### src/rtl/div_pkg.sv
// Shared definitions for the shared-divider front end: divider opcodes and
// the sequencing FSM encoding.
package div_pkg;

    localparam logic [1:0] DIV_OPC_DIVU = 2'b00;
    localparam logic [1:0] DIV_OPC_DIV  = 2'b01;
    localparam logic [1:0] DIV_OPC_REMU = 2'b10;
    localparam logic [1:0] DIV_OPC_REM  = 2'b11;

    typedef enum logic [1:0] {
        ST_IDLE  = 2'd0,
        ST_ISSUE = 2'd1,
        ST_BUSY  = 2'd2,
        ST_RESP  = 2'd3
    } div_state_e;

    function automatic logic opc_is_signed(input logic [1:0] opc);
        return (opc == DIV_OPC_DIV) || (opc == DIV_OPC_REM);
    endfunction

    function automatic logic opc_is_rem(input logic [1:0] opc);
        return (opc == DIV_OPC_REMU) || (opc == DIV_OPC_REM);
    endfunction

endpackage

### src/rtl/rr_arbiter.sv
// Combinational round-robin picker: the first set request at or after ptr,
// searching cyclically, wins.
module rr_arbiter #(
    parameter int NUM_REQ = 4,
    parameter int IDX_W   = $clog2(NUM_REQ)
) (
    input  logic [NUM_REQ-1:0] req,
    input  logic [IDX_W-1:0]   ptr,
    output logic [NUM_REQ-1:0] grant,
    output logic [IDX_W-1:0]   grant_idx,
    output logic               grant_valid
);

    // NOTE: every output gets a default before the search so no latch is inferred.
    always_comb begin
        grant       = '0;
        grant_idx   = '0;
        grant_valid = 1'b0;
        // Walk from the farthest offset back to ptr so the nearest request
        // overwrites the rest and wins.
        for (int off = NUM_REQ - 1; off >= 0; off--) begin
            int idx;
            idx = int'(ptr) + off;
            if (idx >= NUM_REQ) begin
                idx = idx - NUM_REQ;
            end
            if (req[IDX_W'(idx)]) begin
                grant_valid = 1'b1;
                grant_idx   = IDX_W'(idx);
            end
        end
        if (grant_valid) begin
            grant[grant_idx] = 1'b1;
        end
    end

endmodule

### src/rtl/div_share_arbiter.sv
// Shares one serial divider among NUM_REQ requesters: round-robin grant,
// operand capture, divider load/flush sequencing and a tagged response.
module div_share_arbiter
    import div_pkg::*;
#(
    parameter int WIDTH   = 64,
    parameter int NUM_REQ = 4,
    parameter int TAG_W   = 6
) (
    input  logic                         clk,
    input  logic                         rst,
    input  logic                         flush,
    input  logic [NUM_REQ-1:0]           req_valid,
    output logic [NUM_REQ-1:0]           req_ready,
    input  logic [NUM_REQ*WIDTH-1:0]     req_op1,
    input  logic [NUM_REQ*WIDTH-1:0]     req_op2,
    input  logic [NUM_REQ*2-1:0]         req_opc,
    input  logic [NUM_REQ*TAG_W-1:0]     req_tag,
    output logic [WIDTH-1:0]             div_input1,
    output logic [WIDTH-1:0]             div_input2,
    output logic [1:0]                   div_operation,
    output logic                         div_input_valid,
    output logic                         div_flush,
    input  logic                         div_ready,
    input  logic                         div_output_valid,
    input  logic [WIDTH-1:0]             div_result,
    output logic                         rsp_valid,
    input  logic                         rsp_ready,
    output logic [WIDTH-1:0]             rsp_data,
    output logic [$clog2(NUM_REQ)-1:0]   rsp_id,
    output logic [TAG_W-1:0]             rsp_tag,
    output logic                         busy
);

    localparam int ID_W = $clog2(NUM_REQ);

    div_state_e          state;
    div_state_e          state_next;

    logic [ID_W-1:0]     rr_ptr;
    logic [NUM_REQ-1:0]  grant;
    logic [ID_W-1:0]     grant_idx;
    logic                grant_valid;
    logic                take;
    logic                catch_result;

    logic [WIDTH-1:0]    op1_q;
    logic [WIDTH-1:0]    op2_q;
    logic [1:0]          opc_q;
    logic [TAG_W-1:0]    tag_q;
    logic [ID_W-1:0]     id_q;
    logic [WIDTH-1:0]    rsp_data_q;
    logic [ID_W-1:0]     rsp_id_q;
    logic [TAG_W-1:0]    rsp_tag_q;

    rr_arbiter #(
        .NUM_REQ (NUM_REQ),
        .IDX_W   (ID_W)
    ) u_rr_arbiter (
        .req         (req_valid),
        .ptr         (rr_ptr),
        .grant       (grant),
        .grant_idx   (grant_idx),
        .grant_valid (grant_valid)
    );

    // NOTE: sequential state uses non-blocking assignments so every register
    // samples pre-edge values regardless of block ordering.
    always_ff @(posedge clk) begin
        if (rst) begin
            state <= ST_IDLE;
        end else begin
            state <= state_next;
        end
    end

    always_comb begin
        state_next      = state;
        req_ready       = '0;
        take            = 1'b0;
        catch_result    = 1'b0;
        div_input_valid = 1'b0;
        rsp_valid       = 1'b0;
        div_flush       = flush;

        unique case (state)
            ST_IDLE: begin
                if (div_ready && !flush && grant_valid) begin
                    req_ready  = grant;
                    take       = 1'b1;
                    state_next = ST_ISSUE;
                end
            end
            ST_ISSUE: begin
                // A flush on the issue cycle must not start the divider.
                div_input_valid = !flush;
                state_next      = ST_BUSY;
            end
            ST_BUSY: begin
                if (div_output_valid && !flush) begin
                    catch_result = 1'b1;
                    state_next   = ST_RESP;
                end
            end
            ST_RESP: begin
                rsp_valid = 1'b1;
                if (rsp_ready) begin
                    state_next = ST_IDLE;
                end
            end
            default: state_next = ST_IDLE;
        endcase

        if (flush) begin
            state_next = ST_IDLE;
        end
    end

    always_ff @(posedge clk) begin
        if (rst) begin
            rr_ptr <= '0;
            op1_q  <= '0;
            op2_q  <= '0;
            opc_q  <= '0;
            tag_q  <= '0;
            id_q   <= '0;
        end else if (take) begin
            rr_ptr <= (grant_idx == ID_W'(NUM_REQ - 1)) ? '0 : grant_idx + 1'b1;
            op1_q  <= req_op1[grant_idx*WIDTH +: WIDTH];
            op2_q  <= req_op2[grant_idx*WIDTH +: WIDTH];
            opc_q  <= req_opc[grant_idx*2 +: 2];
            tag_q  <= req_tag[grant_idx*TAG_W +: TAG_W];
            id_q   <= grant_idx;
        end
    end

    // The divider pulses its result for one cycle only, so it is caught here
    // and held for however long the consumer stalls.
    always_ff @(posedge clk) begin
        if (rst) begin
            rsp_data_q <= '0;
            rsp_id_q   <= '0;
            rsp_tag_q  <= '0;
        end else if (catch_result) begin
            rsp_data_q <= div_result;
            rsp_id_q   <= id_q;
            rsp_tag_q  <= tag_q;
        end
    end

    assign div_input1    = op1_q;
    assign div_input2    = op2_q;
    assign div_operation = opc_q;
    assign rsp_data      = rsp_data_q;
    assign rsp_id        = rsp_id_q;
    assign rsp_tag       = rsp_tag_q;
    assign busy          = (state != ST_IDLE);

endmodule

### config.mk
export PLATFORM = sky130hd
export DESIGN_NAME = div_share_arbiter
export DESIGN_NICKNAME = d
export VERILOG_FILES = /design/src/rtl/div_pkg.sv /design/src/rtl/rr_arbiter.sv /design/src/rtl/div_share_arbiter.sv
export SDC_FILE = /design/constraint.sdc
export NUM_CORES = 1
export LEC_CHECK = 0
export BUFFER_PORTS_ARGS = -buffer_cell sky130_fd_sc_hd__buf_2
export CAP_MARGIN = 5
export CORE_AREA = 2 2 323 325
export CTS_CLUSTER_DIAMETER = 80
export DETAILED_ROUTE_END_ITERATION = 7
export DIE_AREA = 0 0 325 327
export PLACE_DENSITY_LB_ADDON = 0.2
export SLEW_MARGIN = 5
export SYNTH_ARGS = -nofsm -noshare
export SYNTH_HDL_FRONTEND = slang
export SYNTH_SLANG_ARGS = --single-unit
### constraint.sdc
create_clock -name clk -period 3.81 [get_ports clk]
set_input_delay 0.762 -clock clk [delete_from_list [all_inputs] [get_ports clk]]
set_output_delay 0.762 -clock clk [all_outputs]
set_load 0.005 [all_outputs]
==> impl_metrics.tcl, run 1 <==
set metrics [dict create \
    worstPathCellList "nor2b_1 -> or4b_1 -> and2_4 -> inv_2 -> nand2_1 -> nor2_1 -> buf_2" \
    min_path_type "input pin to register" \
    place_hpwl_um 45400 \
    ys_types 31 \
    total_power_mw 6.55 \
    die_w_um 325 \
    syn-num-nets 1753 \
    cts_tree "yes" \
    area_growth_syn_to_layout_pct 62.9 \
    drv_cap 0 \
    maxSlewHeadroom_pct 34.3 \
    ant_nets 0 \
    synthCells 1130 \
    cts_resized 0 \
    fp.dieH_um 327 \
    cts_setup_buffers 0 \
    core_area_sq_um 103000 \
    crit_path_max_incr_delay_ns 0.53 \
    start_kind "register" \
    yosys_register_bits 214 \
    synth_area_leaders "dfxtp_1 41%, mux2i_1 26%, o221ai_1 11%" \
    crit_required_ns 3.05 \
    netlist_area_sq_um 10600 \
    status "complete, no violations" \
    clock_latency_ns 0.62 \
    drt_wl_total_um 57500 \
    grt_usage_pct 10.2 \
    crit_arrival_ns 2.65 \
    hold_buffers 0 \
    overflow 0 \
    cts_made_buffers 31 \
    syn_avg_cell_area_sq_um 9.36 \
    finalWorstSetupSlack_ns 0.398 \
    dieArea_sq_um 106000 \
    crit_type "register to output pin" \
    boundaryPins 828 \
    yosys_warnings 0 \
    placementRows 118 \
    rsz0062_at_grt "no" \
    htree_num_levels 1 \
    skew_ns 0.0182 \
    cts_buffer_depth 3 \
    synth_top_area_share_pct 40.5 \
    grt_pass1_wl_um 81500 \
    num_vias 11600 \
    pre_cts_ws_ns 0.576 \
    clock-sinks 214 \
    grt_pass1_vias 12200 \
    p_leak_nw 8.75 \
    port-buffer-count 827 \
    root_buffer "clkbuf_16" \
    slew_viol_final 0 \
    remaining_drc_errors 0 \
    critical-path-slowest-cell "or4b_1" \
    path_clk_slew_ns 0.06 \
    setup_tns_ns 0 \
    cp_top_family "simple AND/OR/NAND/NOR gates" \
    antenna_found_initial 16 \
    via_per_inst 3.48 \
    wl_per_cell_um 17.3 \
    worst_pin_slew_ns 0.985 \
    finalSetupViolations 0 \
    cp_max_fo 18 \
    hold_violations 0 \
    synth-seq-area-share_pct 40.5 \
    finalCritPeriodShare_pct 89.5 \
    start_util_pct 10.3 \
    routabilityCongestion 0.831 \
    power_density_nw_per_um2 380 \
    fin_crit_ns 3.41 \
    peakVddDrop_mv 0.354 \
    nets 2549 \
    crit_buf_inv 2 \
    synth_top_area_cell "dfxtp_1" \
    drt_iter0_drc 361 \
    grt_max_degree 80 \
    worstSetupEndpointType "output pin" \
    layout-drive-gt1-share_pct 47.1 \
    fin_util_pct 16.7 \
    drtPass1Iterations 5 \
    max_freq_mhz 293 \
]
worst min-delay path: stages:
cell and delay [ns]:
buf_2 0.10, nand2_1 0.04, a21oi_1 0.05
power breakdown:
group | leakage, nW | internal (mW) | switching (mW)
registers | 1.74 | 2.36 | 0.0650
logic | 6.55 | 0.661 | 0.658
clock network | 0.469 | 1.61 | 1.20
flip-flops by register name (all words and copies together), names as in the netlist:
register       cells
tag_q              6
rsp_data          64
div_input1        64
rsp_id             2
div_operation      2
id_q               2
rsp_tag            6
div_input2        64
state              2
rr_ptr             2
per-layer routing:
| layer | global-route usage, % | routed length, um | up-vias |
|---|---|---|---|
| met2 | 18.2 | 28900 | 488 |
| met5 | 0 | 63 | - |
| met4 | 3.22 | 1810 | 10 |
| met3 | 3.68 | 4680 | 84 |
| met1 | 11.3 | 22100 | 5297 |
| li1 | - | - | 5720 |
through the flow:
step | hold slack [ns] | area (sq um) | cells
global route | 0.326 | 17200 | 3332
CTS | 0.316 | 17200 | 3327
floorplan | 0.432 | 10600 | 1130
finish | 0.373 | 17200 | 3333
global placement | 0.442 | 16300 | 3273
detailed placement | 0.441 | 16300 | 3273
cell families after synthesis:
family | after synthesis | synth area share (%)
fa+ha+maj | 5 | 0.591
flops | 214 | 40.5
buf+inv | 105 | 6.00
simple gates | 316 | 11.9
mux | 273 | 25.8
compound gates | 217 | 15.2
layout by cell type (no fill, tap or decap), types with 2 or more instances in the layout:
cell and count:
or2_2 2, a21oi_1 76, clkbuf_1 8, inv_1 4, nor2_1 6, nor2b_1 6, buf_4 26, nor2_4 2
nor3_1 3, clkbuf_8 6, nand2_1 286, o221ai_1 136, buf_2 827, mux2i_1 273, diode_2 6, clkinv_2 4
dfxtp_1 214, clkbuf_16 31, buf_12 10, clkinv_4 2, clkinvlp_4 2, ha_1 5
cells in the mapped netlist:
| master | count |
|---|---|
| a2111oi_0 | 1 |
| a211oi_1 | 1 |
| a21boi_1 | 1 |
| a21oi_1 | 76 |
| and2_1 | 2 |
| and3_1 | 1 |
| buf_2 | 9 |
| buf_4 | 1 |
| buf_6 | 30 |
| clkbuf_1 | 60 |
| dfxtp_1 | 214 |
| ha_1 | 5 |
| inv_1 | 4 |
| inv_2 | 1 |
| mux2i_1 | 273 |
| nand2_1 | 286 |
| nand2_2 | 1 |
| nand2b_1 | 2 |
| nand3b_1 | 1 |
| nor2_1 | 7 |
| nor2_2 | 1 |
| nor2b_1 | 6 |
| nor3_1 | 3 |
| nor3b_1 | 1 |
| nor4_2 | 1 |
| o21ai_0 | 1 |
| o221ai_1 | 136 |
| o32a_1 | 1 |
| or2_2 | 2 |
| or4_1 | 1 |
| or4b_1 | 1 |
layout make-up:
cell class                      instances  area, sq um
Antenna cell                            6         15.0
Clock buffer                           45          888
Clock inverter                          9         72.6
Fill cell                           11800        85700
Inverter                                5         18.8
Multi-Input combinational cell        811         5700
Sequential cell                       214         4280
Tap cell                             1380         1730
Timing Repair Buffer                  863         4530
path summary, 6_finish.rpt:
kind	slack, ns	cells after the start	endpoint	startpoint
min	0.37	3	rsp_data[36]	div_result[36]
min reg2reg	0.45	2	rsp_data[54]	rsp_data[54]
max	0.40	7	req_ready[1]	rr_ptr[0]
max reg2reg	0.98	7	div_input1[31]	rr_ptr[0]
Note: power is estimated with default switching activity, not from simulation.
==> run 2: changes to the inputs <==
--- a/config.mk
+++ b/config.mk
@@ -5,13 +5,14 @@
 export SDC_FILE = /design/constraint.sdc
 export NUM_CORES = 1
 export LEC_CHECK = 0
+export ABC_AREA = 1
 export BUFFER_PORTS_ARGS = -buffer_cell sky130_fd_sc_hd__buf_2
 export CAP_MARGIN = 5
-export CORE_AREA = 2 2 323 325
+export CORE_AREA = 2 2 326 328
 export CTS_CLUSTER_DIAMETER = 80
 export DETAILED_ROUTE_END_ITERATION = 7
-export DIE_AREA = 0 0 325 327
-export PLACE_DENSITY_LB_ADDON = 0.2
+export DIE_AREA = 0 0 328 330
+export PLACE_DENSITY_LB_ADDON = 0.1
 export SLEW_MARGIN = 5
 export SYNTH_ARGS = -nofsm -noshare
 export SYNTH_HDL_FRONTEND = slang
==> run 2 against run 1 <==
Effect of this change: synthesized cell count increased by 130%; routed wire length rose by 45%; utilization increased by 4.3 points; critical endpoint is now req_ready[2].
==> impl_metrics.tcl, run 2 <==
set metrics [dict create \
    synth_top_flop_cell "dfxtp_1" \
    synthCells 2621 \
    grt_max_degree 143 \
    grt_usage_pct 14.9 \
    async_reset_ff_share_pct 0 \
    synth.top_cells.by_count "767 x inv_1, 672 x nand3_1, 443 x nand2_1" \
    finalCritPeriodShare_pct 90.2 \
    netlist_area_sq_um 15400 \
    met1_length_um 34800 \
    hold_violations 0 \
    crit_required_ns 3.05 \
    dp_cells 4685 \
    rsz0062_at_grt "no" \
    die_w_um 328 \
    synth-seq-area-share_pct 27.9 \
    peakVddDrop_mv 0.333 \
    antenna_found_initial 43 \
    multi_input_area_sq_um 7210 \
    yosys_warnings 0 \
    seq_area_sq_um 4290 \
    synth_top_family_by_area "simple AND/OR/NAND/NOR gates" \
    clock-sinks 214 \
    wl_per_cell_um 17.5 \
    yosys_register_bits 214 \
    slew_viol_final 0 \
    boundaryPins 828 \
    p_leak_nw 13.1 \
    placementRows 119 \
    skew_ns 0.0143 \
    cts_made_buffers 38 \
    power_density_nw_per_um2 477 \
    grt_pass1_vias 18500 \
    synthSimpleGateAreaFrac_pct 34.4 \
    overflow 0 \
    drtPass1Iterations 4 \
    pre_cts_ws_ns 0.553 \
    nets 3957 \
    final_common_cell "buf_2" \
    status "complete, no violations" \
    htree_num_levels 2 \
    cts_buffer_depth 3 \
    crit_arrival_ns 2.67 \
    mostFrequentLayoutCells "827 x buf_2, 766 x inv_1, 671 x nand3_1" \
    start_util_pct 14.7 \
    cp_max_fo 20 \
    remaining_drc_errors 0 \
    worst_pin_slew_ns 0.848 \
    place_hpwl_um 62600 \
    clock_latency_ns 0.57 \
    dieArea_sq_um 108000 \
    min_path_type "register to register" \
    hold_slack_ns 0.438 \
    worstSetupEndpointType "output pin" \
    total_power_mw 10.5 \
    routabilityCongestion 0.804 \
    layout-drive-gt1-share_pct 28.3 \
    fin_crit_ns 3.44 \
    synth.most_common_cell "inv_1" \
    drt_iter0_drc 817 \
    root_buffer "clkbuf_16" \
    num_vias 18400 \
    wl_met3_um 6570 \
    cts_tree "yes" \
    dpl_cell_area_sq_um 20800 \
    path_clk_slew_ns 0.05 \
    fin_util_pct 21.1 \
    synth-edff-count 0 \
    drt_wl_total_um 83300 \
    synth_xor_area_share_pct 0 \
    highest_layer "met5" \
    maxSlewHeadroom_pct 43.5 \
    port-buffer-count 827 \
    ant_nets 0 \
    area_growth_syn_to_layout_pct 43.3 \
    max_freq_mhz 291 \
    ys_types 24 \
    synth_fa_ha_area_share_pct 0.407 \
    syn_avg_cell_area_sq_um 5.87 \
    grt_pass1_wl_um 121000 \
    finalWorstSetupSlack_ns 0.374 \
    synth_compound_gate_area_share_pct 11.7 \
    via_per_inst 3.85 \
    fill_cells 12400 \
    synth_area_leaders "dfxtp_1 28%, nand3_1 22%, inv_1 19%" \
    synthMuxAreaShare_pct 0 \
    finalSetupViolations 0 \
    final_area_sq_um 22000 \
    start_kind "register" \
    syn-num-nets 3244 \
    crit_type "register to output pin" \
    setup_tns_ns 0 \
    wl_met2_um 39300 \
    drv_cap 0 \
    synth_top_area_cell "dfxtp_1" \
    instances_no_fill 4769 \
    synth_top_area_share_pct 27.9 \
    core_area_sq_um 105000 \
    fp.dieH_um 330 \
]
## run 2: logic make-up after synthesis
logic type | count (synthesis)
flip-flops | 214
buffers and inverters | 963
adder cells (fa/ha/maj) | 5
AO/OA/AOI/OAI | 290
AND/OR/NAND/NOR | 1149
## run 2: cell type report
class / instances / area share [%]
multi-input combinational: 1444 / 32.7
clock inverter: 13 / 0.783
tap: 1391 / 7.89
antenna: 23 / 0.261
clock buffer: 48 / 4.71
timing repair buffer: 863 / 21.0
sequential: 214 / 19.4
inverter: 773 / 13.3
## run 2: final timing paths
check,from,to,slack (ns),cells after the start
setup reg to reg,rr_ptr[1],div_input2[14],1.11,14
setup / recovery,rr_ptr[1],req_ready[2],0.37,13
hold reg to reg,rsp_data[12],rsp_data[12],0.44,2
hold / removal,rsp_data[12],rsp_data[12],0.44,2
## run 2: timing repair
item | 4_1_cts | 5_1_grt
buffers inserted | 0 | 0
endpoints found under the setup margin | 0 | 2
resized for setup | 0 | 1
hold buffers | 0 | 0
## run 2: power breakdown
group,total [mW],internal [mW],switching (mW)
clock,3.42,2.12,1.30
combinational,4.53,1.54,2.99
sequential,2.57,2.45,0.112
## run 2: worst max-delay path: stages, from the launching register on
cell,delay (ns)
dfxtp_1,0.46
inv_2,0.12
nand2_1,0.07
nand2_1,0.06
nand2_1,0.09
nand2_2,0.08
o21ai_1,0.34
nand2_8,0.12
nand2_8,0.16
inv_1,0.08
nor2_1,0.14
inv_1,0.11
nor2_1,0.12
buf_2,0.13
## run 2: metal layers
layer  up-vias  GRT usage, %
met5         -             0
met4        36          5.24
met3       137          4.90
met2       558          25.0
met1      8235          17.7
li1       9405             -
